### src/rtl/sseg_shift_rx_if.sv
// Bundle of the serial display stream inputs and the decoded-frame outputs
// of the 7-segment shift receiver.
interface sseg_shift_rx_if;
  logic        en_i;
  logic        sclk_i;
  logic        sdata_i;
  logic        latch_i;
  logic [63:0] frame_o;
  logic        frame_valid_o;
  logic        frame_err_o;
  logic [6:0]  bit_cnt_o;
  logic [31:0] hex_o;
  logic [7:0]  hex_ok_o;

  modport master (
    output en_i, sclk_i, sdata_i, latch_i,
    input  frame_o, frame_valid_o, frame_err_o, bit_cnt_o, hex_o, hex_ok_o
  );

  modport slave (
    input  en_i, sclk_i, sdata_i, latch_i,
    output frame_o, frame_valid_o, frame_err_o, bit_cnt_o, hex_o, hex_ok_o
  );
endinterface

### src/rtl/sseg_shift_rx.sv
// Oversampling receiver for the 7-segment shift stream: deserialises each
// latched frame into the segment image and decodes every digit back to hex.
module sseg_shift_rx #(
  parameter int FRAME_BITS  = 64,
  parameter int SYNC_STAGES = 2
) (
  input logic            clk,
  input logic            rstn,
  sseg_shift_rx_if.slave bus
);
  localparam logic [6:0] CNT_FULL = 7'(FRAME_BITS);
  localparam logic [6:0] CNT_SAT  = 7'(FRAME_BITS + 1);

  logic [SYNC_STAGES-1:0] sclk_p0, sdata_p0, latch_p0;
  logic                   sclk_p1, latch_p1;
  logic                   sclk_rise, latch_rise, sdata_s;
  logic [63:0]            shift_p1, shift_nxt;
  logic [6:0]             cnt_p1, cnt_nxt;
  logic [31:0]            hex_nxt;
  logic [7:0]             ok_nxt;

  // Active-low glyph match on bits 6:0; dp is don't-care. Returns {ok, nibble}.
  function automatic logic [4:0] seg_decode(input logic [7:0] seg);
    logic [4:0] r;
    case (seg[6:0])
      7'h40:   r = {1'b1, 4'h0};
      7'h79:   r = {1'b1, 4'h1};
      7'h24:   r = {1'b1, 4'h2};
      7'h30:   r = {1'b1, 4'h3};
      7'h19:   r = {1'b1, 4'h4};
      7'h12:   r = {1'b1, 4'h5};
      7'h02:   r = {1'b1, 4'h6};
      7'h78:   r = {1'b1, 4'h7};
      7'h00:   r = {1'b1, 4'h8};
      7'h10:   r = {1'b1, 4'h9};
      7'h08:   r = {1'b1, 4'hA};
      7'h03:   r = {1'b1, 4'hB};
      7'h46:   r = {1'b1, 4'hC};
      7'h21:   r = {1'b1, 4'hD};
      7'h06:   r = {1'b1, 4'hE};
      7'h0E:   r = {1'b1, 4'hF};
      default: r = 5'h00;
    endcase
    return r;
  endfunction

  // Stage p0: identical synchroniser chains keep sdata aligned with sclk
  always_ff @(posedge clk or negedge rstn) begin
    if (!rstn) begin
      sclk_p0  <= '0;
      sdata_p0 <= '0;
      latch_p0 <= '0;
      sclk_p1  <= 1'b0;
      latch_p1 <= 1'b0;
    end else begin
      sclk_p0[0]  <= bus.sclk_i;
      sdata_p0[0] <= bus.sdata_i;
      latch_p0[0] <= bus.latch_i;
      for (int i = 1; i < SYNC_STAGES; i++) begin
        sclk_p0[i]  <= sclk_p0[i-1];
        sdata_p0[i] <= sdata_p0[i-1];
        latch_p0[i] <= latch_p0[i-1];
      end
      sclk_p1  <= sclk_p0[SYNC_STAGES-1];
      latch_p1 <= latch_p0[SYNC_STAGES-1];
    end
  end

  // Delay flops run even while disabled so an edge already in flight is not new
  assign sclk_rise  = bus.en_i & sclk_p0[SYNC_STAGES-1] & ~sclk_p1;
  assign latch_rise = bus.en_i & latch_p0[SYNC_STAGES-1] & ~latch_p1;
  assign sdata_s    = sdata_p0[SYNC_STAGES-1];

  // A coincident sclk rise is shifted and counted before the latch check
  always_comb begin
    shift_nxt = sclk_rise ? {shift_p1[62:0], sdata_s} : shift_p1;
    cnt_nxt   = (sclk_rise && cnt_p1 != CNT_SAT) ? cnt_p1 + 7'd1 : cnt_p1;
    hex_nxt   = '0;
    ok_nxt    = '0;
    for (int k = 0; k < 8; k++) begin
      {ok_nxt[k], hex_nxt[4*k +: 4]} = seg_decode(shift_nxt[8*k +: 8]);
    end
  end

  // Stage p1: shift register, bit count and frame outputs
  always_ff @(posedge clk or negedge rstn) begin
    if (!rstn) begin
      shift_p1          <= '0;
      cnt_p1            <= '0;
      bus.frame_o       <= '0;
      bus.hex_o         <= '0;
      bus.hex_ok_o      <= '0;
      bus.frame_valid_o <= 1'b0;
      bus.frame_err_o   <= 1'b0;
    end else begin
      bus.frame_valid_o <= 1'b0;
      bus.frame_err_o   <= 1'b0;
      shift_p1          <= shift_nxt;
      if (!bus.en_i) begin
        cnt_p1 <= '0;
      end else if (latch_rise) begin
        cnt_p1 <= '0;
        if (cnt_nxt == CNT_FULL) begin
          bus.frame_o       <= shift_nxt;
          bus.hex_o         <= hex_nxt;
          bus.hex_ok_o      <= ok_nxt;
          bus.frame_valid_o <= 1'b1;
        end else begin
          bus.frame_err_o <= 1'b1;
        end
      end else begin
        cnt_p1 <= cnt_nxt;
      end
    end
  end

  assign bus.bit_cnt_o = cnt_p1;
endmodule

### src/flat_wrapper.sv
// flat-port wrapper written by rule: the top's interface ports become plain ports
module sseg_shift_rx_flat 
#(
  parameter int FRAME_BITS  = 64,
  parameter int SYNC_STAGES = 2
)
  (clk, rstn, bus_en_i, bus_sclk_i, bus_sdata_i, bus_latch_i, bus_frame_o, bus_frame_valid_o, bus_frame_err_o, bus_bit_cnt_o, bus_hex_o, bus_hex_ok_o);
  sseg_shift_rx_if bus_i ();
  input logic clk;
  input logic rstn;
  input wire logic [$bits(bus_i.en_i)-1:0] bus_en_i;
  input wire logic [$bits(bus_i.sclk_i)-1:0] bus_sclk_i;
  input wire logic [$bits(bus_i.sdata_i)-1:0] bus_sdata_i;
  input wire logic [$bits(bus_i.latch_i)-1:0] bus_latch_i;
  output wire logic [$bits(bus_i.frame_o)-1:0] bus_frame_o;
  output wire logic [$bits(bus_i.frame_valid_o)-1:0] bus_frame_valid_o;
  output wire logic [$bits(bus_i.frame_err_o)-1:0] bus_frame_err_o;
  output wire logic [$bits(bus_i.bit_cnt_o)-1:0] bus_bit_cnt_o;
  output wire logic [$bits(bus_i.hex_o)-1:0] bus_hex_o;
  output wire logic [$bits(bus_i.hex_ok_o)-1:0] bus_hex_ok_o;
  assign bus_i.en_i = bus_en_i;
  assign bus_i.sclk_i = bus_sclk_i;
  assign bus_i.sdata_i = bus_sdata_i;
  assign bus_i.latch_i = bus_latch_i;
  assign bus_frame_o = bus_i.frame_o;
  assign bus_frame_valid_o = bus_i.frame_valid_o;
  assign bus_frame_err_o = bus_i.frame_err_o;
  assign bus_bit_cnt_o = bus_i.bit_cnt_o;
  assign bus_hex_o = bus_i.hex_o;
  assign bus_hex_ok_o = bus_i.hex_ok_o;
  sseg_shift_rx #(.FRAME_BITS(FRAME_BITS), .SYNC_STAGES(SYNC_STAGES)) u_core (.clk(clk), .rstn(rstn), .bus(bus_i));
endmodule
### config.mk
export PLATFORM = sky130hd
export DESIGN_NAME = sseg_shift_rx_flat
export DESIGN_NICKNAME = d
export VERILOG_FILES = /design/src/rtl/sseg_shift_rx_if.sv /design/src/rtl/sseg_shift_rx.sv /design/src/flat_wrapper.sv
export SDC_FILE = /design/constraint.sdc
export NUM_CORES = 1
export LEC_CHECK = 0
export ABC_AREA = 1
export CORE_AREA = 10 10 132 224
export CTS_BUF_LIST = sky130_fd_sc_hd__clkbuf_16
export DETAILED_ROUTE_END_ITERATION = 12
export DIE_AREA = 0 0 142 234
export GPL_TIMING_DRIVEN = 0
export PLACE_DENSITY_LB_ADDON = 0.25
export SYNTH_ARGS = -nofsm -noshare
export SYNTH_HDL_FRONTEND = slang
export SYNTH_SLANG_ARGS = --single-unit
### constraint.sdc
create_clock -name clk -period 3.3 [get_ports clk]
set_input_delay 0.99 -clock clk [delete_from_list [all_inputs] [get_ports clk]]
set_output_delay 0.99 -clock clk [all_outputs]
set_load 0.005 [all_outputs]
# Yosys cells after proc, flatten, opt, wreduce, memory -nomap -nowiden

Index checks and enable logic that the tools add are counted.

Register bits after elaboration: 185
Latch bits: 0
Bits in writable memories: 0
ROM bits: 0
Input bits: 6
Output and inout port bits: 113
Logic and storage cells: 169
Memories kept: 0

Add/subtract/negate cells: 1
Multiply operators: 0
Div/mod/pow operators: 0
Magnitude comparators: 0
Equal/unequal tests: 122
Shift-type cells: 0
Multiplexer cells: 18
Bitwise logic cells: 6
Reductions and logical operators: 10

Operator list:

| operator              | count |
|---|---|
| $pmux W5 S16          | 8 |
| $eq A7 B7 Y1 const B  | 33 |
| $eq A7 B5 Y1 const B  | 24 |
| $eq A7 B6 Y1 const B  | 24 |
| $eq A7 B2 Y1 const B  | 16 |
| $eq A7 B4 Y1 const B  | 16 |
| $mux W64              | 1 |
| $eq A7 B3 Y1 const B  | 8 |
| $logic_not A7 Y1      | 8 |
| $mux W7               | 3 |
| $add A7 B1 Y7 const B | 1 |
| $ne A7 B7 Y1 const B  | 1 |
| $mux W1               | 6 |
| $and A1 B1 Y1         | 4 |
| $reduce_and A3 Y1     | 1 |
| $not A1 Y1            | 2 |
| $logic_and A1 B1 Y1   | 1 |

# Logic depth before layout (Yosys ltp)

Gate-level depths: netlist of the first run.

Depth after elaboration: 8
Depth in mapped cells: 16
Mapped depth without buffers: 15

# Worst setup path after synthesis of the first run

Ideal clock, no wire load.

Path kind: input -> register
Start point: input port bus_en_i
End point: register u_core.bus.hex_ok_o[7]
Library setup time: 0.117 ns
Data arrival time: 2.350 ns
Required time: 3.183 ns
Slack: 0.833 ns
Stages: 15
Buffers on the path: 4
Path through: buf_2 -> nand3_1 -> buf_4 -> buf_6 -> buf_2 -> nand2_1 -> nand2_1 -> nand2_1 -> nor2_1 -> nand2_1 -> nand3_1 -> nor2_1 -> nand3_1 -> nand2_1 -> nand2_1

Word-level cells in the longest chain between the ends: 6
Elaborated cells on any way between the ends: 26
Those cells by class: 16 x eq/ne; 3 x mux; 4 x bitwise; 3 x reduce/logical

RTL lines:

| what                                             | line                   | text |
|---|---|---|
| from (decl)                                      | flat_wrapper.sv:11     | `input wire logic [$bits(bus_i.en_i)-1:0] bus_en_i;` |
| branches (longest 6 deep; another with $mux W64) | -                      |  |
| to (signal assigned)                             | sseg_shift_rx.sv:106   | `bus.hex_ok_o <= ok_nxt;` |
| to (decl)                                        | sseg_shift_rx_if.sv:22 | `output frame_o, frame_valid_o, frame_err_o, bit_cnt_o, hex_o, hex_ok_o` |

Several ways; the timed one is not identified.
A chain may end at the register's enable or synchronous reset.

# Worst setup path in the final report of the first run

Start point: input port bus_en_i
End point: register u_core.bus.frame_o[7]

Word-level cells in the longest chain between the ends: 6
Elaborated cells on any way between the ends: 9
Those cells by class: 1 x eq/ne; 2 x mux; 4 x bitwise; 2 x reduce/logical

RTL lines:

| what                        | line                   | text |
|---|---|---|
| $and A1 B1 Y1 (2 in a row)  | sseg_shift_rx.sv:70    | `assign sclk_rise = bus.en_i & sclk_p0[SYNC_STAGES-1] & ~sclk_p1;` |
| $logic_and A1 B1 Y1         | sseg_shift_rx.sv:77    | `cnt_nxt = (sclk_rise && cnt_p1 != CNT_SAT) ? cnt_p1 + 7'd1 : cnt_p1;` |
| $mux W7                     | sseg_shift_rx.sv:77    |  |
| $eq A7 B7 Y1                | sseg_shift_rx.sv:103   | `if (cnt_nxt == CNT_FULL) begin` |
| $reduce_and A3 Y1 (no line) | -                      |  |
| to (signal assigned)        | sseg_shift_rx.sv:104   | `bus.frame_o <= shift_nxt;` |
| to (decl)                   | sseg_shift_rx_if.sv:22 |  |

Parallel ways exist; a longest one is shown, timed or not.

==> results of run 1 <==
==> power breakdown <==
group	total, mW	internal, mW	switching [mW]
Combinational	1.41	0.374	1.03
Sequential	2.55	2.43	0.113
Clock	2.11	1.18	0.929
==> sequential cells by signal, summed over array words and instances (netlist names) <==
name	count
u_core.bus.bit_cnt_o	7
u_core.sclk_p1	1
u_core.sdata_p0	2
u_core.bus.hex_o	32
u_core.sclk_p0	2
u_core.bus.frame_o	64
u_core.shift_p1	64
u_core.latch_p1	1
u_core.bus.frame_err_o	1
u_core.bus.frame_valid_o	1
u_core.bus.hex_ok_o	8
u_core.latch_p0	2
==> worst max-delay path: cells and delay by family <==
kind	cells	cell delay, ns
buffers and inverters	5	1.45
and+or+nand+nor	4	1.10
==> area by class of cell <==
class / instances / area [um^2]
clock inverter: 14 / 156
inverter: 122 / 459
buffer: 52 / 315
sequential: 185 / 4630
fill: 2700 / 13400
timing repair buffer: 120 / 1220
clock buffer: 17 / 425
multi-input combinational: 1162 / 4720
tap: 320 / 400
==> per-stage QoR <==
step	setup TNS, ns	utilization, %	power, mW	hold WS (ns)
after floorplan	0	-	3.56	0.331
after global placement	-1278.96	45.4	3.97	0.333
after detailed placement	-58.64	45.5	3.98	0.335
after CTS	0	47.8	6.10	0.348
after global routing	0	47.8	6.42	0.358
final	0	47.8	6.06	0.347
==> per-layer routing <==
metal  up-vias  track usage [%]
li1       4925                -
met1      4652             22.1
met2       296             36.8
met3        77             5.39
met4         0             9.90
met5         -                0
==> worst max path at each step <==
stage	start	endpoint	slack, ns	depth (start not counted)
6_report	bus_en_i	u_core.bus.frame_o[7]	0.11	9
5_1_grt	bus_en_i	u_core.bus.frame_o[56]	0.04	13
2_1_floorplan	bus_en_i	u_core.bus.hex_ok_o[7]	0.83	15
4_1_cts	bus_en_i	u_core.bus.hex_o[22]	0.10	13
3_3_place_gp	rstn	u_core.bus.hex_o[27]	-6.60	1
3_5_place_dp	bus_en_i	u_core.bus.frame_o[7]	-0.63	9
==> synthesized netlist by cell type <==
cell,count,share of area (%)
nor2_1,194,7.2
nor3_2,1,0.099
nand3b_1,2,0.15
buf_4,10,0.74
nand3_2,3,0.30
o21ai_1,35,1.7
o21ai_0,38,1.9
xor2_1,1,0.087
inv_1,116,4.3
buf_6,8,0.89
clkinv_2,1,0.049
inv_2,5,0.19
buf_2,18,0.89
clkbuf_1,16,0.59
nand4_1,29,1.8
a21oi_1,1,0.049
dfrtp_1,185,46
nand2_1,776,29
nand3_1,65,3.2
ha_1,2,0.25
o21ai_2,3,0.26
nor2_2,12,0.74
==> cell usage in the layout (no fill, tap or decap), types with 4 or more instances in the layout <==
master | synthesis | layout
nand2_1 | 776 | 776
nor2_1 | 194 | 193
dfrtp_1 | 185 | 185
inv_1 | 116 | 117
clkdlybuf4s50_1 | 0 | 117
nand3_1 | 65 | 65
o21ai_0 | 38 | 38
o21ai_1 | 35 | 35
nand4_1 | 29 | 29
buf_2 | 18 | 18
clkbuf_16 | 0 | 17
clkbuf_1 | 16 | 16
nor2_2 | 12 | 13
buf_4 | 10 | 11
buf_6 | 8 | 8
inv_2 | 5 | 5
clkinv_2 | 1 | 4
==> logic make-up after synthesis <==
family          Yosys count
flops                   185
buf+inv                 174
xor+xnor                  1
fa+ha+maj                 2
compound gates           77
simple gates           1082
==> repair_timing <==
action / in CTS / in global routing
gates resized for setup: 1 / 0
setup endpoints to repair: 100 / 10
hold buffers: 0 / 0
gates cloned: 0 / 0
pin swaps: 0 / 1
setup buffers: 0 / 1
==> impl_metrics.yaml, run 1 <==
place:
  place_worst_setup_slack_ns: -0.631
  io_buffers: 118
  place.gp.congestion: 0.935
  dpl.hpwl_mm: 25.0
  place_area_mm2: 0.0117
  dp_cells: 1960
timing:
  fin_crit_sh_pct: 96.8
  rsz0062_at_grt: "no"
  slew_violations: 0
  setup_viol_count_final: 0
  fin_crit_ns: 3.19
  relSlewSlack_pct: 34.8
  max_freq_ghz: 0.313
  setup_ws_ns: 0.107
  fin_skew_ns: 0.0178
  worst_pin_slew_ns: 0.977
  hold_viol: 0
cts:
  cts_tree: "done"
  path_clk_slew_ns: 0.07
  clock_latency_ns: 0.46
  cts_buffers: 17
  root_buffer: "clkbuf_16"
  clock_sinks: 185
  cts_buffer_depth: 2
  htreeDepth: 4
worst_hold_path:
  holdPathEnd: "u_core.sdata_p0[1]"
  whs_path_depth: 0
  hp-start: "u_core.sdata_p0[0]"
  hold_path.class: "reg2reg"
grt:
  antenna_found_initial: 0
  track_usage_pct: 20.6
  first_global_vias: 10327
  grt_max_degree: 107
  grt_pass1_wl_mm: 53.8
  overflow: 0
critical_path:
  worstPathRequired_ns: 3.65
  crit_chain: "clkdlybuf4s50_1 > buf_2 > inv_1 > nor3_4 > nand3_2 > buf_6 > buf_6 > nand2_1 > nand2_1"
  critical_path_arrival_ns: 3.54
  r2r_end: "u_core.bus.frame_o[7]"
  cp-end-kind: "register"
  cp_slowest_cell: "clkdlybuf4s50_1"
  startpoint_type: "primary input"
  worstRegToRegCells: 15
  slowest_delay_ns: 0.52
  crit_path_max_fanout: 10
  worstSetupPathType: "in2reg"
  r2r_slack_ns: 0.60
  r2r_start: "u_core.bus.bit_cnt_o[0]"
detailed_routing:
  met3_length_mm: 2.09
  dr.pass1.iters: 5
  drt-initial-drc-count: 682
  drc_errors: 0
  wl_per_cell_um: 17.0
  topRoutingLayerUsed: "met4"
  met2_length_mm: 17.5
  routed_wl_mm: 33.8
  vias_per_cell: 4.99
  vias: 9950
  wl_met1_mm: 12.8
  antenna_left: 0
floorplan:
  die_w_um: 142
  num_io_pins: 119
  dieArea_mm2: 0.0332
  fp.coreArea_mm2: 0.0258
  start_util_pct: 39.2
  rows: 78
  fp.dieH_um: 234
final_layout:
  antenna_cells: 0
  areaGrowthSynthToFinish_pct: 21.9
  nNetsFinal: 1668
  fin_cells: 1992
  post-route-cell-area_mm2: 0.0123
  final_layout_size_suffix_gt1_share_pct: 5.56
pwr:
  irDropWorstVdd_uv: 331
  p_leak_nw: 6.81
  p_per_area_mw_per_mm2: 492
job:
  maxCapViolCount: 0
yosys:
  postSynthCellCount: 1521
  synth_nets: 1529
  ys_seq_area_share_pct: 45.8
  synth_top_family_by_area: "simple AND/OR/NAND/NOR gates"
  synthAdderAreaFrac_pct: 0.247
  synth-xor-area-share_pct: 0.0866
  synth_compound_area_share_pct: 3.92
  netlist_area_mm2: 0.0101
  yosysUniqueCellTypes: 22
  yosys.area_share.simple_pct: 42.3
  synth_mux_area_share_pct: 0
  ys_seq_elements: 185
  syn_avg_cell_area_um2: 6.65
  ys_warn_count: 0
run_status:
  outcome: "completed"
Power figures use the tool's default switching activity.
==> inputs of run 2 (changes only) <==
--- a/config.mk
+++ b/config.mk
@@ -6,8 +6,9 @@
 export NUM_CORES = 1
 export LEC_CHECK = 0
 export ABC_AREA = 1
+export CAP_MARGIN = 20
 export CORE_AREA = 10 10 132 224
-export CTS_BUF_LIST = sky130_fd_sc_hd__clkbuf_16
+export CTS_BUF_LIST = sky130_fd_sc_hd__clkbuf_4
 export DETAILED_ROUTE_END_ITERATION = 12
 export DIE_AREA = 0 0 142 234
 export GPL_TIMING_DRIVEN = 0
==> run 2 against run 1 <==
Compared with the run above: power shrank 12%; sequential share of layout area grew 0.95 points; maximum frequency shrank 2.7%; combinational power is essentially flat; register-to-register slack lost 0.09 ns; wire length shrank 0.29%; non-clock buffer count shrank 1; die area is the same.
==> impl_metrics.yaml, run 2 (synthesis results as in run 1) <==
final_layout:
  final_layout_size_suffix_gt1_share_pct: 5.57
  layout_commonest_cell: "nand2_1"
  areaGrowthSynthToFinish_pct: 18.9
  top_regs: "u_core.bus.frame_o x64, u_core.shift_p1 x64, u_core.bus.hex_o x32"
  nNetsFinal: 1667
  layout_common_cells: "nand2_1, nor2_1, dfrtp_1"
critical_path:
  critical_path_arrival_ns: 3.82
  cp_num_buf_inv: 5
  cp_slowest_cell: "nor3_2"
  worstSetupPathType: "in2reg"
  critPathTopFamily: "buffers and inverters"
  slowest_delay_ns: 0.66
  cp-end-kind: "register"
  crit_chain: "clkdlybuf4s50_1 > buf_2 > inv_1 > nor3_2 > nand3_2 > buf_6 > buf_6 > nand2_1 > nand2_1"
  crit_path_max_fanout: 10
  startpoint_type: "primary input"
  worstPathRequired_ns: 3.84
floorplan:
  fp.coreArea_mm2: 0.0258
  num_io_pins: 119
  fp.dieH_um: 234
  dieArea_mm2: 0.0332
  die_w_um: 142
  rows: 78
  start_util_pct: 39.2
timing:
  hold_viol: 0
  finalSetupTns_ns: 0
  fin_skew_ns: 0.0335
  max_freq_ghz: 0.305
  rsz0062_at_grt: "no"
  whs_ns: 0.314
  slew_violations: 0
  setup_viol_count_final: 0
  setup_ws_ns: 0.0176
  worst_pin_slew_ns: 0.990
  fin_crit_ns: 3.28
  relSlewSlack_pct: 34.0
  fin_crit_sh_pct: 99.5
grt:
  overflow: 0
  antenna_found_initial: 1
  grt_max_degree: 107
  grt_pass1_wl_mm: 53.6
  track_usage_pct: 20.5
  first_global_vias: 10279
detailed_routing:
  vias: 9969
  drt-initial-drc-count: 634
  drc_errors: 0
  vias_per_cell: 5.00
  dr.pass1.iters: 6
  antenna_left: 0
  routed_wl_mm: 33.7
  wl_per_cell_um: 16.9
worst_hold_path:
  hold_path.class: "in2async"
pwr:
  power_frac_comb_pct: 26.4
  irDropWorstVdd_uv: 216
  clkPwrFrac_pct: 25.7
  p_int_mw: 3.33
  p_per_area_mw_per_mm2: 443
  p_leak_nw: 6.67
  p_seq_share_pct: 47.8
  swShare_pct: 37.4
  switchingPower_mw: 1.99
cts:
  clock_latency_ns: 0.65
  cts_buffers: 17
  htreeDepth: 4
  ctsResizeCount: 0
  cts_tree: "done"
  ctsHoldBuffers: 0
  path_clk_slew_ns: 0.15
  root_buffer: "clkbuf_4"
  post_cts_buffers: 0
  clock_sinks: 185
  cts_buffer_depth: 2
place:
  place_worst_setup_slack_ns: -0.631
  dpl.hpwl_mm: 25.0
  io_buffers: 118
  place.gp.congestion: 0.935
run_status:
  outcome: "completed"
job:
  maxCapViolCount: 0
[run 2: layout make-up]
cell class | count | area, um^2
clock buffer | 18 | 135
inverter | 122 | 459
clock inverter | 13 | 153
fill | 2729 | 13700
sequential | 185 | 4630
multi-input combinational | 1162 | 4710
timing repair buffer | 119 | 1210
buffer | 52 | 315
tap | 320 | 400
antenna | 1 | 2.50
[run 2: metal layers]
metal	part of all wire [%]	routed length, um	vias up	global-route usage (%)
li1	-	-	4933	-
met1	38	12900	4678	22.1
met2	52	17700	290	37.1
met3	6.0	2010	68	5.14
met4	3.4	1140	0	8.49
met5	0	0	-	0
[run 2: power groups by stage]
stage	sequential (mW)	combinational, mW	clock, mW
5_1_grt	2.57	1.61	1.47
2_1_floorplan	2.56	1.00	0
4_1_cts	2.54	1.40	1.40
3_3_place_gp	2.58	1.39	0
6_report	2.55	1.41	1.37
3_5_place_dp	2.59	1.39	0
[run 2: stage by stage]
step / util (%) / power (mW) / instance area, um^2 / std cells
3_3_place_gp: 45.4 / 3.97 / 11700 / 1959
4_1_cts: 46.6 / 5.35 / 12000 / 1991
2_1_floorplan: - / 3.56 / 10100 / 1521
3_5_place_dp: 45.5 / 3.98 / 11700 / 1960
6_report: 46.6 / 5.32 / 12000 / 1992
5_1_grt: 46.6 / 5.65 / 12000 / 1992
[run 2: final timing paths]
kind,startpoint,to,slack [ns],cells after the start
max,bus_en_i,u_core.bus.hex_ok_o[5],0.02,9
min,rstn,u_core.bus.hex_o[8],0.31,1
max reg2reg,u_core.sclk_p0[1],u_core.bus.hex_o[22],0.51,13
min reg2reg,u_core.sdata_p0[0],u_core.sdata_p0[1],0.36,0
max in group asynchronous,rstn,u_core.bus.hex_o[21],1.98,2
min in group clk,u_core.sdata_p0[0],u_core.sdata_p0[1],0.36,0
==> inputs of run 3 (changes only) <==
--- a/config.mk
+++ b/config.mk
@@ -12,7 +12,8 @@
 export DETAILED_ROUTE_END_ITERATION = 12
 export DIE_AREA = 0 0 142 234
 export GPL_TIMING_DRIVEN = 0
-export PLACE_DENSITY_LB_ADDON = 0.25
+export PLACE_DENSITY = 0.7
+export SKIP_CTS_REPAIR_TIMING = 1
 export SYNTH_ARGS = -nofsm -noshare
 export SYNTH_HDL_FRONTEND = slang
 export SYNTH_SLANG_ARGS = --single-unit
==> constraint.sdc (replaced) <==
create_clock -name clk -period 3.3 [get_ports clk]
set_input_delay 0.66 -clock clk [delete_from_list [all_inputs] [get_ports clk]]
set_output_delay 0.66 -clock clk [all_outputs]
set_load 0.005 [all_outputs]
==> run 3 against run 2 <==
Compared with the run above: register-to-register slack lost 0.14 ns; non-clock buffer count grew 2; global-route usage shrank 0.32 points; via count grew 2.3%; clock-buffer cell count is the same; first-iteration DRC count grew 15%; largest cell class unchanged.
==> impl_metrics.yaml, run 3 (synthesis results as in run 1) <==
grt:
  first_global_vias: 10128
  grt_max_degree: 109
  track_usage_pct: 20.2
  overflow: 0
  grt_pass1_wl_mm: 52.6
  antenna_found_initial: 2
critical_path:
  cp-end-kind: "register"
  startpoint_type: "register"
  crit_path_max_fanout: 10
  crit_chain: "buf_4 > nand2_1 > nor2_2 > nand2_1 > inv_2 > nand2_1 > nand2_1 > nand2_1 > nor2_1 > nand4_1 > buf_2 > nand2_1 > nand2_1"
  worstSetupPathType: "reg2reg"
  cp_slowest_cell: "nand4_1"
  cpMostUsedCell: "nand2_1"
  worstPathRequired_ns: 3.82
  slowest_delay_ns: 0.56
  critical_path_arrival_ns: 3.46
cts:
  clock_sinks: 185
  clock_latency_ns: 0.65
  cts_buffer_depth: 2
  htreeDepth: 4
  cts_buffers: 17
  cts_tree: "done"
  root_buffer: "clkbuf_4"
  path_clk_slew_ns: 0.15
detailed_routing:
  drc_errors: 0
  vias: 10197
  dr.pass1.iters: 5
  drt-initial-drc-count: 729
  wl_per_cell_um: 16.7
  routed_wl_mm: 33.3
  vias_per_cell: 5.11
  antenna_left: 0
timing:
  hold_viol: 0
  fin_skew_ns: 0.0314
  finalSetupTns_ns: 0
  fin_crit_ns: 2.93
  setup_ws_ns: 0.368
  relSlewSlack_pct: 26.1
  slew_violations: 0
  setup_viol_count_final: 0
  max_freq_ghz: 0.341
  worst_pin_slew_ns: 1.11
  fin_crit_sh_pct: 88.9
  rsz0062_at_grt: "no"
  whs_ns: 0.374
pwr:
  p_leak_nw: 6.69
  p_seq_share_pct: 48.4
  p_int_mw: 3.27
  finalPower_mw: 5.26
  irDropWorstVdd_uv: 201
  clkPwrFrac_pct: 24.9
  switchingPower_mw: 1.99
  power_frac_comb_pct: 26.7
  swShare_pct: 37.8
  p_per_area_mw_per_mm2: 437
floorplan:
  fp.coreArea_mm2: 0.0258
  start_util_pct: 39.2
  dieArea_mm2: 0.0332
  die_w_um: 142
  rows: 78
  fp.dieH_um: 234
  num_io_pins: 119
final_layout:
  layout_common_cells: "nand2_1, nor2_1, dfrtp_1"
  top_regs: "u_core.bus.frame_o x64, u_core.shift_p1 x64, u_core.bus.hex_o x32"
  layout_commonest_cell: "nand2_1"
  final_layout_size_suffix_gt1_share_pct: 5.68
  postLayoutCoreUtil_pct: 46.7
  nNetsFinal: 1669
  areaGrowthSynthToFinish_pct: 19.0
place:
  dpl.hpwl_mm: 24.9
  place.gp.congestion: 0.919
  place_worst_setup_slack_ns: -0.321
  io_buffers: 118
worst_hold_path:
  hold_path.class: "reg2reg"
job:
  maxCapViolCount: 0
run_status:
  outcome: "completed"
-- run 3: changes by cell type in the layout (fill, tap and decap cells not counted), sizes merged --
| cell | delta |
|---|---|
| buf | +1 |
| bufinv | -1 |
| clkinv | +2 |
| clkinvlp | -1 |
| dlygate4sd3 | +1 |
| inv | +1 |
-- run 3: path summary, 6_finish.rpt --
check / startpoint / endpoint / slack (ns) / cells past startpoint
min in group asynchronous: rstn / u_core.bus.hex_o[8] / 0.55 / 2
worst min-delay path: u_core.sclk_p0[0] / u_core.sclk_p0[1] / 0.37 / 0
worst max register to register: u_core.sclk_p0[1] / u_core.bus.hex_o[27] / 0.37 / 13
worst max-delay path: u_core.sclk_p0[1] / u_core.bus.hex_o[27] / 0.37 / 13
max in group asynchronous: rstn / u_core.bus.frame_o[52] / 1.77 / 3
worst min register to register: u_core.sclk_p0[0] / u_core.sclk_p0[1] / 0.37 / 0
-- run 3: metrics by stage --
stage | instances | instance area (um^2)
global route | 1995 | 12000
finish | 1995 | 12000
detailed placement | 1961 | 11700
CTS | 1993 | 12000
floorplan | 1521 | 10100
global placement | 1959 | 11700
-- run 3: final cells by class --
cell class                      count  area, um^2
Sequential cell                   185        4630
Clock buffer                       18         135
Fill cell                        2698       13700
Inverter                          122         459
Timing Repair Buffer              121        1240
Buffer                             52         315
Clock inverter                     14         146
Multi-Input combinational cell   1162        4710
Antenna cell                        1        2.50
Tap cell                          320         400
-- run 3: metal layers --
metal	GRT usage [%]	vias up	wire length (um)	part of all wire, %
met2	36.2	319	17300	52
met1	21.2	4861	12300	37
met5	0	-	45	0.14
met4	10.5	2	1480	4.4
met3	5.00	77	2200	6.6
li1	-	4938	-	-
-- run 3: critical path, delay by kind of cell (launching register included) --
family        cells  cell delay (ns)
flops             1             0.43
simple gates     10             1.60
buf+inv           3             0.76
-- run 3: power by group through the flow --
| stage | combinational, mW | clock (mW) | sequential (mW) |
|---|---|---|---|
| after global placement | 1.37 | 0 | 2.58 |
| after floorplan | 1.00 | 0 | 2.56 |
| after detailed placement | 1.38 | 0 | 2.58 |
| after global routing | 1.60 | 1.42 | 2.56 |
| after CTS | 1.39 | 1.35 | 2.54 |
| final | 1.40 | 1.31 | 2.54 |
